===== src/rtl/gray_rd_arbiter.sv =====
// Two-requester read arbiter for the gray image memory: round-robin grants,
// lockable bursts capped at 16 grants, and one-cycle-registered read-data return.
module gray_rd_arbiter (
    input  logic        clk,
    input  logic        reset,
    input  logic        req0,
    input  logic        req1,
    input  logic [13:0] addr0,
    input  logic [13:0] addr1,
    input  logic        lock0,
    input  logic        lock1,
    output logic        gnt0,
    output logic        gnt1,
    output logic        rvalid0,
    output logic        rvalid1,
    output logic [7:0]  rdata0,
    output logic [7:0]  rdata1,
    input  logic        mem_ready,
    output logic        mem_req,
    output logic [13:0] mem_addr,
    input  logic [7:0]  mem_data,
    output logic        busy
);

    typedef enum logic [1:0] {WAIT_RDY, ARB, BURST0, BURST1} state_t;

    state_t      state_q, state_d;
    logic        prio_q, prio_d;    // requester that wins the next contention
    logic [3:0]  cnt_q, cnt_d;
    logic        rvalid0_q, rvalid1_q;

    always_ff @(posedge clk or posedge reset) begin
        if (reset) begin
            state_q   <= WAIT_RDY;
            prio_q    <= 1'b0;
            cnt_q     <= 4'd0;
            rvalid0_q <= 1'b0;
            rvalid1_q <= 1'b0;
        end else begin
            state_q   <= state_d;
            prio_q    <= prio_d;
            cnt_q     <= cnt_d;
            rvalid0_q <= gnt0;
            rvalid1_q <= gnt1;
        end
    end

    always_comb begin
        state_d = state_q;
        cnt_d   = cnt_q;
        prio_d  = prio_q;
        if (gnt0)
            prio_d = 1'b1;
        else if (gnt1)
            prio_d = 1'b0;
        unique case (state_q)
            WAIT_RDY: begin
                if (mem_ready)
                    state_d = ARB;
            end
            ARB: begin
                if (gnt0 && lock0) begin
                    state_d = BURST0;
                    cnt_d   = 4'd1;
                end else if (gnt1 && lock1) begin
                    state_d = BURST1;
                    cnt_d   = 4'd1;
                end
            end
            BURST0: begin
                if (gnt0) begin
                    cnt_d = cnt_q + 4'd1;
                    // 16th consecutive grant: yield to a waiting requester
                    if (cnt_q == 4'hF && req1) begin
                        state_d = ARB;
                        cnt_d   = 4'd0;
                    end
                end else if (gnt1 && lock1) begin
                    state_d = BURST1;
                    cnt_d   = 4'd1;
                end else begin
                    state_d = ARB;
                    cnt_d   = 4'd0;
                end
            end
            BURST1: begin
                if (gnt1) begin
                    cnt_d = cnt_q + 4'd1;
                    if (cnt_q == 4'hF && req0) begin
                        state_d = ARB;
                        cnt_d   = 4'd0;
                    end
                end else if (gnt0 && lock0) begin
                    state_d = BURST0;
                    cnt_d   = 4'd1;
                end else begin
                    state_d = ARB;
                    cnt_d   = 4'd0;
                end
            end
            default: state_d = WAIT_RDY;
        endcase
    end

    // Leaving a burst, the other requester may be granted in the same cycle.
    always_comb begin
        gnt0 = 1'b0;
        gnt1 = 1'b0;
        unique case (state_q)
            ARB: begin
                if (req0 && req1) begin
                    gnt0 = ~prio_q;
                    gnt1 = prio_q;
                end else begin
                    gnt0 = req0;
                    gnt1 = req1;
                end
            end
            BURST0: begin
                if (req0 && lock0) gnt0 = 1'b1;
                else               gnt1 = req1;
            end
            BURST1: begin
                if (req1 && lock1) gnt1 = 1'b1;
                else               gnt0 = req0;
            end
            default: ;
        endcase
        mem_req  = gnt0 | gnt1;
        mem_addr = gnt0 ? addr0 : (gnt1 ? addr1 : 14'd0);
        busy     = (state_q == BURST0) || (state_q == BURST1);
        rvalid0  = rvalid0_q;
        rvalid1  = rvalid1_q;
        rdata0   = rvalid0_q ? mem_data : 8'd0;
        rdata1   = rvalid1_q ? mem_data : 8'd0;
    end

endmodule


===== config.mk =====
export PLATFORM = sky130hd
export DESIGN_NAME = gray_rd_arbiter
export DESIGN_NICKNAME = d
export VERILOG_FILES = /design/src/rtl/gray_rd_arbiter.sv
export SDC_FILE = /design/constraint.sdc
export NUM_CORES = 1
export LEC_CHECK = 0
export ABC_AREA = 1
export ABC_CLOCK_PERIOD_IN_PS = 3720
export CAP_MARGIN = 40
export CORE_MARGIN = 8
export CORE_UTILIZATION = 34
export DETAILED_ROUTE_END_ITERATION = 12
export GPL_ROUTABILITY_DRIVEN = 0
export PLACE_DENSITY = 0.95
export SYNTH_ARGS = -nofsm -noshare
export SYNTH_HDL_FRONTEND = slang
export SYNTH_SLANG_ARGS = --single-unit
export TNS_END_PERCENT = 100

===== constraint.sdc =====
create_clock -name clk -period 3.72 [get_ports clk]
set_input_delay 0.93 -clock clk [delete_from_list [all_inputs] [get_ports clk]]
set_output_delay 0.93 -clock clk [all_outputs]
set_load 0.01 [all_outputs]

==> summary.md <==
| Metric | Value |
|---|---|
| Pre-Repair DR Iteration Count | `4` |
| Worst R2R Start | `state_q[1]$_DFFE_PP0P_` |
| Core area | `about 2500 um^2` |
| Status | `finished, final reports clean` |
| Design Power | `974 uW` |
| Die area | `4510 um^2` |
| Starting density of the core | `between 30% and 40%` |
| Synthesis-to-layout area growth | `96.1%` |
| Total track usage | `14.8%` |
| Register bit total from synthesis | `9` |
| Yosys cell types | `20` |
| Worst EP required | `approximately 2.8 ns` |
| Syn avg cell area | `6.27 um^2` |
| DRT iter0 DRCs | `53` |
| Final HPWL DP | `3060 um` |
| CTS tree | `built` |
| Fraction of layout cells with a size suffix above 1 | `8.11%` |
| Antenna violations before repair | `0` |
| Post-synthesis sequential area ratio | `25.3%` |
| CTS Buffer Depth | `2` |
| Total congestion overflow | `0` |
| Final hold vios | `0` |
| Syn. warnings | `0` |
| Worst vdd ir | `0.420 mV` |
| Hold Crit Class | `reg -> reg` |
| Antenna-violating nets left | `0` |
| Routed vias | `between 1,000 and 1,500` |
| Worst rel slew slack | `between 70% and 80%` |
| TritonCTS Buffers | `3` |
| Drt drc | `0` |
| Max-Cap Viols | `0` |
| Final cell count without fillers | `between 200 and 300` |
| IO Pins | `79` |
| Highest Signal Layer | `met4` |
| CP Launch Type | `input pin` |
| Skew final | `between 0.003 and 0.004 ns` |
| Metal-1 WL | `1300 um` |
| Worst setup path endpoint | `mem_addr[4]` |
| Crit Reg-Reg Endpoint | `cnt_q[3]$_DFFE_PP0P_` |
| P_leak | `0.000933 uW` |
| Netlist Area Pre-Place | `891 um^2` |
| Final min period | `3.59 ns` |
| Crit Path Max Fanout | `16` |
| Worst-margin pin slew | `0.332 ns` |
| Crit. Startpoint | `lock1` |
| Setup CP Type | `in -> out` |
| Worst reg2reg path depth | `10` |
| First-pass GRT wire length | `between 5000 and 6000 um` |
| CP endpoint kind | `output pin` |
| Root Driver | `clkbuf_4` |
| Fin crit share | `96.6%` |
| Rows | `18` |
| Layout fillers | `199` |
| FMAX | `~280 MHz` |
| Htree depth | `1` |
| Syn Nets | `about 190` |
| Power per cell area | `558 nW/um^2` |
| Routed met2 length | `1950 um` |
| Arr. time, crit path | `2.66 ns` |
| # Post-CTS Setup Buffers | `0` |
| Chip Width | `67.2 um` |
| Largest net degree at the start of global routing | `18` |
| Inserted Diodes | `0` |
| # clock sinks | `9` |
| Gate count of the mapped netlist | `~140` |
| Drt wl/cell | `14.5 um` |
| Nets@finish | `about 270` |
| Worst-Skew Late Latency | `roughly 0.26 ns` |
| Placed cell count | `247` |
| Vias/cell | `4.91` |
| Max-slew violations | `0` |
| PortBufs | `78` |
| Clk slew on worst S/H paths | `0.06 ns` |
| WL met3 | `between 300 and 400 um` |
| Die Ht | `~67 um` |
| Final setup vio count | `0` |
| Final wirelength | `3660 um` |
| Number of global-route vias before repair | `between 1,000 and 1,500` |
| Reg2Reg Setup Slack | `2.02 ns` |
-- how the worst min path moves through the flow --
stage                                 to  depth (start not counted)  slack [ns]                 start
floorplan           cnt_q[1]$_DFFE_PP0P_                          2        0.50  cnt_q[1]$_DFFE_PP0P_
global placement    cnt_q[1]$_DFFE_PP0P_                          2        0.52  cnt_q[1]$_DFFE_PP0P_
detailed placement  cnt_q[1]$_DFFE_PP0P_                          2        0.53  cnt_q[1]$_DFFE_PP0P_
CTS                 cnt_q[1]$_DFFE_PP0P_                          2        0.55  cnt_q[1]$_DFFE_PP0P_
global route        cnt_q[1]$_DFFE_PP0P_                          2        0.59  cnt_q[1]$_DFFE_PP0P_
finish              cnt_q[1]$_DFFE_PP0P_                          2        0.56  cnt_q[1]$_DFFE_PP0P_
-- layout make-up --
| class | count | area, um^2 | share of cell area [%] |
|---|---|---|---|
| sequential | 9 | 225 | 12.9 |
| inverter | 30 | 120 | 6.88 |
| timing repair buffer | 81 | 811 | 46.4 |
| multi-input combinational | 97 | 522 | 29.9 |
| clock buffer | 4 | 26.3 | 1.50 |
| timing repair inverter | 1 | 5.00 | 0.287 |
| tap | 30 | 37.5 | 2.15 |
-- metrics by stage --
stage          utilization, %  instance area (um^2)  setup WS [ns]  TNS, ns  hold WS [ns]
2_1_floorplan               -                   891           1.10        0         0.495
6_report                 70.5                  1750          0.127        0         0.562
5_1_grt                  70.5                  1750       -0.00559  -0.0109         0.592
4_1_cts                  69.3                  1720         0.0361        0         0.549
3_5_place_dp             68.2                  1690         0.0423        0         0.534
3_3_place_gp             68.2                  1690         0.0671        0         0.522
-- timing repair --
action,4_1_cts,5_1_grt
setup endpoints to repair,0,14
hold buffers,0,0
resized for setup,0,9
-- synth_stat cells --
master | n | share of area [%]
nand2_1 | 43 | 18
inv_1 | 26 | 11
nand3_1 | 15 | 8.4
a22o_1 | 14 | 14
dfrtp_1 | 9 | 25
nor2_1 | 7 | 2.9
o21ai_0 | 6 | 3.4
inv_2 | 4 | 1.7
clkbuf_1 | 3 | 1.3
buf_6 | 2 | 2.5
nand3_2 | 2 | 2.2
nand4_1 | 2 | 1.4
xor2_1 | 2 | 2.0
buf_4 | 1 | 0.84
ha_1 | 1 | 1.4
nand2_2 | 1 | 0.70
nor2_4 | 1 | 1.3
nor3_1 | 1 | 0.56
o21ai_1 | 1 | 0.56
or2_2 | 1 | 0.70
-- state kept, by name (all words and copies together), names as in the netlist --
register and cells:
cnt_q 4, prio_q 1, rvalid0 1, state_q 2, rvalid1 1
-- critical path, cell delays in order --
cell             delay (ns)
clkdlybuf4s50_1        0.53
nand2_1                0.09
nand2_1                0.10
nand3_2                0.09
nand2_2                0.11
inv_4                  0.09
a22o_1                 0.22
clkdlybuf4s50_1        0.50
-- metal layers --
metal  track usage, %  vias to the layer above
met5                0                        -
met4             6.53                        0
met3             3.64                       11
met2             27.8                       62
met1             15.1                      548
li1                 -                      617
-- report_power, final --
part           switching (uW)  internal (uW)
Combinational             339            370
Clock                    33.6           41.3
Sequential               58.1            132
Total                     431            543
-- cells by family after synthesis --
group           Yosys count  synth area share [%]
compound gates           21                  17.7
flops                     9                  25.3
buf+inv                  36                  17.3
simple gates             73                  36.4
xor+xnor                  2                  1.97
fa+ha+maj                 1                  1.40
-- cell usage in the layout (no fill, tap or decap), drive strengths merged --
cell type      instances
a22o                  14
nor3                   1
ha                     1
or2                    1
clkinv                 2
dlymetal6s2s           3
nand4                  2
inv                   29
buf                    3
dfrtp                  9
xor2                   2
clkbuf                 4
o21ai                  7
nor2                   8
nand2                 44
nand3                 17
clkdlybuf4s50         75
(Power assumes the default switching activity.)
